## src/rtl/uart_apb_bridge.sv

```systemverilog
// Debug-host APB initiator: command bytes in, one APB access per command, status/data bytes out.
// Define UART_APB_BRIDGE_TIMEOUT_EN to abort ACCESS phases that wait TIMEOUT_CYCLES without pready.
module uart_apb_bridge #(
   parameter logic [7:0] CMD_WRITE      = 8'h01,
   parameter logic [7:0] CMD_READ       = 8'h02,
   parameter int         TIMEOUT_CYCLES = 255
) (
   input  logic        clk,
   input  logic        rst_n_sync,
   input  logic [7:0]  rx_data,
   input  logic        rx_valid,
   output logic        rx_ready,
   output logic [7:0]  tx_data,
   output logic        tx_valid,
   input  logic        tx_ready,
   output logic        apbm_psel,
   output logic        apbm_penable,
   output logic        apbm_pwrite,
   output logic [15:0] apbm_paddr,
   output logic [31:0] apbm_pwdata,
   input  logic [31:0] apbm_prdata,
   input  logic        apbm_pready,
   input  logic        apbm_pslverr,
   output logic        busy
);
   typedef enum logic [2:0] {S_CMD, S_ADDR, S_WDATA, S_SETUP, S_ACCESS, S_RESP} state_t;

   localparam logic [7:0] ST_OK      = 8'h00;
   localparam logic [7:0] ST_SLVERR  = 8'h01;
   localparam logic [7:0] ST_TIMEOUT = 8'h02;
   localparam logic [7:0] ST_BADOP   = 8'hFF;

   state_t      state_q, state_d;
   logic [2:0]  idx_q, idx_d;
   logic [2:0]  last_q, last_d;   // index of the final response byte
   logic        pwrite_q, pwrite_d;
   logic [15:0] paddr_q, paddr_d;
   logic [31:0] pwdata_q, pwdata_d;
   logic [31:0] prdata_q, prdata_d;
   logic [7:0]  status_q, status_d;
   logic        rx_fire, tx_fire, timeout_hit;

`ifdef UART_APB_BRIDGE_TIMEOUT_EN
   localparam int CW = $clog2(TIMEOUT_CYCLES + 1);
   logic [CW-1:0] wait_q, wait_d;

   always_comb begin
      wait_d = wait_q;
      if (state_q != S_ACCESS)
         wait_d = '0;
      else if (!apbm_pready)
         wait_d = wait_q + CW'(1);
   end

   // Fires on the wait cycle that brings the count to TIMEOUT_CYCLES; pready wins that cycle.
   assign timeout_hit = (state_q == S_ACCESS) && !apbm_pready &&
                        (wait_q == CW'(TIMEOUT_CYCLES - 1));

   always_ff @(posedge clk or negedge rst_n_sync) begin
      if (!rst_n_sync) wait_q <= '0;
      else             wait_q <= wait_d;
   end
`else
   logic unused_timeout_cfg;
   assign unused_timeout_cfg = (TIMEOUT_CYCLES == 0);
   assign timeout_hit        = 1'b0;
`endif

   assign rx_fire = rx_valid && rx_ready;
   assign tx_fire = tx_valid && tx_ready;

   always_comb begin
      state_d  = state_q;
      idx_d    = idx_q;
      last_d   = last_q;
      pwrite_d = pwrite_q;
      paddr_d  = paddr_q;
      pwdata_d = pwdata_q;
      prdata_d = prdata_q;
      status_d = status_q;
      case (state_q)
         S_CMD: if (rx_fire) begin
            if (rx_data == CMD_WRITE || rx_data == CMD_READ) begin
               pwrite_d = (rx_data == CMD_WRITE);
               last_d   = (rx_data == CMD_WRITE) ? 3'd0 : 3'd4;
               state_d  = S_ADDR;
            end else begin
               status_d = ST_BADOP;
               last_d   = 3'd0;
               state_d  = S_RESP;
            end
         end
         S_ADDR: if (rx_fire) begin
            if (idx_q[0]) paddr_d[15:8] = rx_data;
            else          paddr_d[7:0]  = rx_data;
            idx_d = idx_q + 3'd1;
            if (idx_q[0]) state_d = pwrite_q ? S_WDATA : S_SETUP;
         end
         S_WDATA: if (rx_fire) begin
            pwdata_d[{idx_q[1:0], 3'b000} +: 8] = rx_data;
            idx_d = idx_q + 3'd1;
            if (idx_q == 3'd3) state_d = S_SETUP;
         end
         S_SETUP: state_d = S_ACCESS;
         S_ACCESS: begin
            if (apbm_pready) begin
               status_d = apbm_pslverr ? ST_SLVERR : ST_OK;
               if (!pwrite_q) prdata_d = apbm_prdata;
               state_d = S_RESP;
            end else if (timeout_hit) begin
               status_d = ST_TIMEOUT;
               prdata_d = '0;
               state_d  = S_RESP;
            end
         end
         S_RESP: if (tx_fire) begin
            idx_d = idx_q + 3'd1;
            if (idx_q == last_q) state_d = S_CMD;
         end
         default: state_d = S_CMD;
      endcase
      if (state_d != state_q) idx_d = '0;
   end

   always_ff @(posedge clk or negedge rst_n_sync) begin
      if (!rst_n_sync) begin
         state_q  <= S_CMD;
         idx_q    <= '0;
         last_q   <= '0;
         pwrite_q <= 1'b0;
         paddr_q  <= '0;
         pwdata_q <= '0;
         prdata_q <= '0;
         status_q <= '0;
      end else begin
         state_q  <= state_d;
         idx_q    <= idx_d;
         last_q   <= last_d;
         pwrite_q <= pwrite_d;
         paddr_q  <= paddr_d;
         pwdata_q <= pwdata_d;
         prdata_q <= prdata_d;
         status_q <= status_d;
      end
   end

   always_comb begin
      case (idx_q)
         3'd1:    tx_data = prdata_q[7:0];
         3'd2:    tx_data = prdata_q[15:8];
         3'd3:    tx_data = prdata_q[23:16];
         3'd4:    tx_data = prdata_q[31:24];
         default: tx_data = status_q;
      endcase
   end

   assign rx_ready     = (state_q == S_CMD) || (state_q == S_ADDR) || (state_q == S_WDATA);
   assign tx_valid     = (state_q == S_RESP);
   assign busy         = (state_q != S_CMD);
   assign apbm_psel    = (state_q == S_SETUP) || (state_q == S_ACCESS);
   assign apbm_penable = (state_q == S_ACCESS);
   assign apbm_pwrite  = pwrite_q;
   assign apbm_paddr   = paddr_q;
   assign apbm_pwdata  = pwdata_q;
endmodule

```

## config.mk

```make
export PLATFORM = sky130hd
export DESIGN_NAME = uart_apb_bridge
export DESIGN_NICKNAME = d
export VERILOG_FILES = /design/src/rtl/uart_apb_bridge.sv
export SDC_FILE = /design/constraint.sdc
export NUM_CORES = 1
export LEC_CHECK = 0
export CAP_MARGIN = 20
export CORE_ASPECT_RATIO = 1.25
export CORE_MARGIN = 2
export CORE_UTILIZATION = 49
export DETAILED_ROUTE_END_ITERATION = 7
export PLACE_DENSITY = 0.79
export REMOVE_ABC_BUFFERS = 1
export SLEW_MARGIN = 10
export SYNTH_ARGS = -nofsm -noshare
export SYNTH_HDL_FRONTEND = slang
export SYNTH_SLANG_ARGS = --single-unit
export TNS_END_PERCENT = 100
```

## constraint.sdc

```tcl
create_clock -name clk -period 2.9 [get_ports clk]
set_input_delay 0.58 -clock clk [delete_from_list [all_inputs] [get_ports clk]]
set_output_delay 0.58 -clock clk [all_outputs]
set_load 0.01 [all_outputs]
```

==> flow_summary.ini, run 1 <==
[final_layout]
final_layout_size_suffix_gt1_share_pct = 18.9
diodes = 0
multi_input_area_mm2 = 0.00170
area_growth_pct = 34.5
final_util_pct = 67.2
final_net_count = 525
n_fill_cell = 635
seqCellArea_mm2 = 0.00225

[yosys]
synth_edf_count = 0
synth_flop_cell = dfrtp_1
yosysTopAreaCellShare_pct = 55.3
ys_seq_area_share_pct = 55.3
synth_seq_cells = 90
yosysWarnings = 0
synth_area_leaders = dfrtp_1, mux2_2, nand2_1
syn_area_mm2 = 0.00407
ys_types = 41
synthCells = 362
synth_largest_area_cell = dfrtp_1
synthArstFlopShare_pct = 100
synth_top_cells_by_count = dfrtp_1, nand2_1, mux2_2
yosysMostFrequentCell = dfrtp_1
synth_area_per_cell_um2 = 11.2

[routing]
ant_nets = 0
routedWlPerCell_um = 17.3
first_pass_iters = 4
dr_total_vias = 3163
drt_iter0_markers = 210
avgViaCountPerCell = 5.51
wl_mm = 9.95
drc = 0

[timing]
finClkSkew_ps = 12.4
tightest_slew_ps = 639
finalMaxSlewViolations = 0
setup_viol = 0
min_period_ps = 2730
min_period_over_period_pct = 94.1
rsz0062_at_grt = false
finalHoldViolations = 0
setup_tns_ps = 0
max_freq_ghz = 0.366
slew_headroom_pct = 57.2

[global_routing]
grt_pass1_wl_mm = 16.3
grt_pass1_vias = 3394
grtUsageTotal_pct = 22.9
grt_max_degree = 49
grt_antenna_before_repair = 0
gr-total-overflow = 0

[cts]
htreeDepth = 3
cts.sinks = 90
ctsLongestPathBuffers = 2
numCtsBuffers = 9
cts_root_buffer = clkbuf_8
cts_tree = built
ctsHoldBuffers = 0
clk_latency_ps = 360
clk_pin_slew_ps = 90

[job]
cap_viol_max_count = 0

[power]
comb_power_share_pct = 41.4
internal_power_mw = 3.29
p_leak_nw = 2.27
pwr-share-clk_pct = 19.2
p_per_area_mw_per_mm2 = 914
ir_drop_mv = 0.589
p_sw_mw = 1.71
netSwitchingFraction_pct = 34.2
pwr-share-seq_pct = 39.5

[setup_path]
r2r_cells = 6
criticalPathCategory = reg2out
critPathCaptureType = output port
cp.required_ps = 2320
worstSetupStartpointType = flop
arrival_ps = 2150
cp_max_fo = 8

[floorplan]
die_width_um = 85.5
rows = 37
boundaryPins = 108
coreArea_mm2 = 0.00815
dieArea_mm2 = 0.00906
die_y_um = 106
start_util_pct = 50.0

[placed_design]
dp_hpwl_mm = 7.14
io_buffers = 107
place_congestion = 0.891

[min_path]
hold_path.class = in2async

[outcome]
status = completed
## path summary, 6_finish.rpt
| kind | from | to | slack [ps] |
|---|---|---|---|
| min | rst_n_sync | prdata_q[28] | 200 |
| min in group clk | apbm_pwdata[24] | apbm_pwdata[24] | 490 |
| max reg2reg | idx_q[0] | idx_q[2] | 930 |
| max | idx_q[0] | tx_data[0] | 170 |
| max in group asynchronous | rst_n_sync | apbm_paddr[14] | 2030 |
| min reg2reg | apbm_pwdata[24] | apbm_pwdata[24] | 490 |
## cell type report
class                      instances  area share, %
clock buffer                       9           2.26
clock inverter                     6           1.74
inverter                           5          0.343
multi-input combinational        248           31.1
sequential                        90           41.2
tap                               97           2.22
timing repair buffer             119           21.2
## stage by stage
stage	total power, mW	cell area [um^2]	setup slack [ps]	instances	hold WS (ps)
floorplan	3.06	3960	411	343	284
CTS	5.02	5460	128	572	215
finish	5.00	5470	171	574	200
global route	5.32	5470	15.8	574	232
detailed placement	4.13	5240	99.3	557	474
global placement	4.05	5240	137	557	462
## layer usage
| metal | GRT usage [%] | part of all wire, % |
|---|---|---|
| met1 | 28.0 | 41 |
| met2 | 39.8 | 52 |
| met3 | 6.60 | 6.5 |
| met4 | 5.33 | 0.84 |
| met5 | 0 | 0 |
## worst max-delay path, cell delays in order, from the launching register on
cell and delay, ps:
dfrtp_2 420, inv_1 70, buf_4 150, ha_1 210
and2_2 270, a22o_1 200, nor3_1 130, a21oi_1 50
dlygate4sd2_1 290
## sequential cells by signal (all words and copies together), names as in the netlist
register and count:
prdata_q 32, status_q 2, apbm_pwdata 32, apbm_paddr 16, idx_q 3, apbm_pwrite 1, state_q 3, last_q 1
## logic make-up after synthesis
kind of cell | synth area share (%)
and+or+nand+nor | 13.5
DFF | 55.3
AOI/OAI and AO/OA | 11.6
muxes | 14.0
buffers and inverters | 3.07
adders and majority gates | 1.84
xor gates and xnor gates | 0.646
## power by group through the flow
| stage | Combinational, mW | Sequential (mW) | Clock, mW |
|---|---|---|---|
| floorplan | 1.05 | 2.00 | 0 |
| global route | 2.26 | 2.04 | 1.03 |
| finish | 2.07 | 1.97 | 0.958 |
| global placement | 2.08 | 1.97 | 0 |
| detailed placement | 2.14 | 1.99 | 0 |
| CTS | 2.08 | 1.97 | 0.974 |
## what timing repair did
action                     CTS  global route
gates resized for setup     12             0
buffers inserted             0             2
setup endpoints to repair    8             1
## cells in the final DEF (no fill, tap or decap), drive strengths merged, types with 3 or more instances in the layout
cell           instances
a21oi                  4
nor3b                  3
dfrtp                 90
clkbuf                 9
mux2                  48
dlygate4sd2            8
nand2b                 3
mux2i                  3
xnor2                  3
nand3                  4
nor3                   7
o21ai                 36
buf                   13
clkdlybuf4s50         98
nor2                   8
nand2                 80
o211ai                 7
inv                    9
ha                     6
a31oi                  3
nor2b                  3
a22oi                 15
Note: power is estimated with default switching activity, not from simulation.
==> inputs of run 2 (changes only) <==
--- a/config.mk
+++ b/config.mk
@@ -8,5 +8,5 @@
 export CAP_MARGIN = 20
 export CORE_ASPECT_RATIO = 1.25
-export CORE_MARGIN = 2
+export CORE_MARGIN = 3
 export CORE_UTILIZATION = 49
 export DETAILED_ROUTE_END_ITERATION = 7
==> constraint.sdc (replaced) <==
create_clock -name clk -period 2.9 [get_ports clk]
set_input_delay 0.435 -clock clk [delete_from_list [all_inputs] [get_ports clk]]
set_output_delay 0.435 -clock clk [all_outputs]
set_load 0.01 [all_outputs]
==> flow_summary.ini, run 2 (same netlist as run 1, synthesis figures left out) <==
[outcome]
status = completed

[floorplan]
dieArea_mm2 = 0.00944
coreArea_mm2 = 0.00793
boundaryPins = 108
rows = 36
die_y_um = 108
die_width_um = 87.5
start_util_pct = 51.3

[global_routing]
gr-total-overflow = 0
grt_pass1_wl_mm = 16.2
grt_max_degree = 91
grt_pass1_vias = 3269
grt_antenna_before_repair = 0
grtUsageTotal_pct = 22.2

[timing]
finalMaxSlewViolations = 0
min_period_over_period_pct = 94.0
tightest_slew_ps = 664
finalHoldViolations = 0
finalWorstSetupSlack_ps = 175
setup_viol = 0
slew_headroom_pct = 55.6
setup_tns_ps = 0
max_freq_ghz = 0.367
finClkSkew_ps = 8.64
min_period_ps = 2730
rsz0062_at_grt = false

[setup_path]
worstSetupStartpointType = flop
criticalPathCategory = reg2out
cp.required_ps = 2470
critPathCaptureType = output port
cp_max_fo = 6
arrival_ps = 2290

[placed_design]
dp.cells = 553
dp_hpwl_mm = 7.17
dpl_worst_slack_ps = 28.7
io_buffers = 107
place_congestion = 0.863
place_area_mm2 = 0.00522

[cts]
cts.sinks = 90
ctsLongestPathBuffers = 2
cts_tree = built
numCtsBuffers = 9
cts_root_buffer = clkbuf_8
htreeDepth = 3
clk_pin_slew_ps = 80
ctsHoldBuffers = 0
clk_latency_ps = 360

[routing]
routedWlPerCell_um = 17.6
drc = 0
dr_total_vias = 3164
wl_mm = 10.1
drt_iter0_markers = 179
first_pass_iters = 4
ant_nets = 0
avgViaCountPerCell = 5.53

[final_layout]
multi_input_area_mm2 = 0.00170
final_common_cell = clkdlybuf4s50_1
finish.instance_area_mm2 = 0.00545
final_cells = 572
seqCellArea_mm2 = 0.00225
layout_common_cells = clkdlybuf4s50_1, dfrtp_1, nand2_1
final_net_count = 526
n_fill_cell = 615
diodes = 0
area_growth_pct = 34.0
final_layout_size_suffix_gt1_share_pct = 18.7

[power]
ir_drop_mv = 0.561
p_per_area_mw_per_mm2 = 899
p_total_mw = 4.90
p_leak_nw = 2.29

[job]
cap_viol_max_count = 0

[min_path]
hold_path.class = in2async
## run 2: cell count changes in the layout (fill, tap and decap cells not counted), sizes merged
cell and delta:
clkinv +3, clkbuf +1, dlygate4sd2 -5, dlymetal6s2s +5, inv -4, bufinv -1
buf +1
## run 2: area by class of cell
type	count	share of cell area (%)
Clock inverter	4	0.826
Sequential cell	90	41.3
Multi-Input combinational cell	248	31.2
Timing Repair Buffer	120	21.8
Clock buffer	10	2.34
Tap cell	95	2.18
Inverter	5	0.344
## run 2: critical path, stage by stage (launching register included)
cell and delay [ps]:
dfrtp_2 380, inv_1 110, ha_1 230, or3_1 320, a21oi_2 200, nand2_2 140
buf_4 160, o211ai_1 90, dlygate4sd2_1 300
## run 2: what timing repair did
item	CTS	global route
endpoints found under the hold margin	0	0
resized for setup	8	5
pin swaps	0	2
setup buffers	1	4
endpoints found under the setup margin	8	5
## run 2: worst paths after layout
check                                startpoint              end  slack, ps  cells after the start
worst min-delay path                 rst_n_sync     prdata_q[19]        100                      2
worst max-delay path                   idx_q[0]       tx_data[2]        170                      8
worst max register to register         idx_q[0]         idx_q[2]        750                      7
max in group asynchronous            rst_n_sync  apbm_pwdata[17]       2420                      2
worst min register to register  apbm_pwdata[29]  apbm_pwdata[29]        490                      2
min in group clk                apbm_pwdata[29]  apbm_pwdata[29]        490                      2
## run 2: through the flow
| step | utilization, % | hold WS, ps |
|---|---|---|
| after floorplan | - | 139 |
| after global placement | 65.9 | 461 |
| after detailed placement | 65.9 | 473 |
| after CTS | 68.2 | 127 |
| after global routing | 68.8 | 129 |
| final | 68.8 | 98.3 |
## run 2: where the power goes
part | switching [mW] | internal (mW)
Sequential | 0.283 | 1.68
Clock | 0.411 | 0.385
Combinational | 0.971 | 1.17
Total | 1.67 | 3.24
## run 2: per-layer routing
layer	GRT usage, %	part of all wire (%)	vias up
li1	-	-	1484
met1	28.2	41	1552
met2	35.7	49	111
met3	7.43	7.8	17
met4	6.91	1.7	0
met5	0	0	-
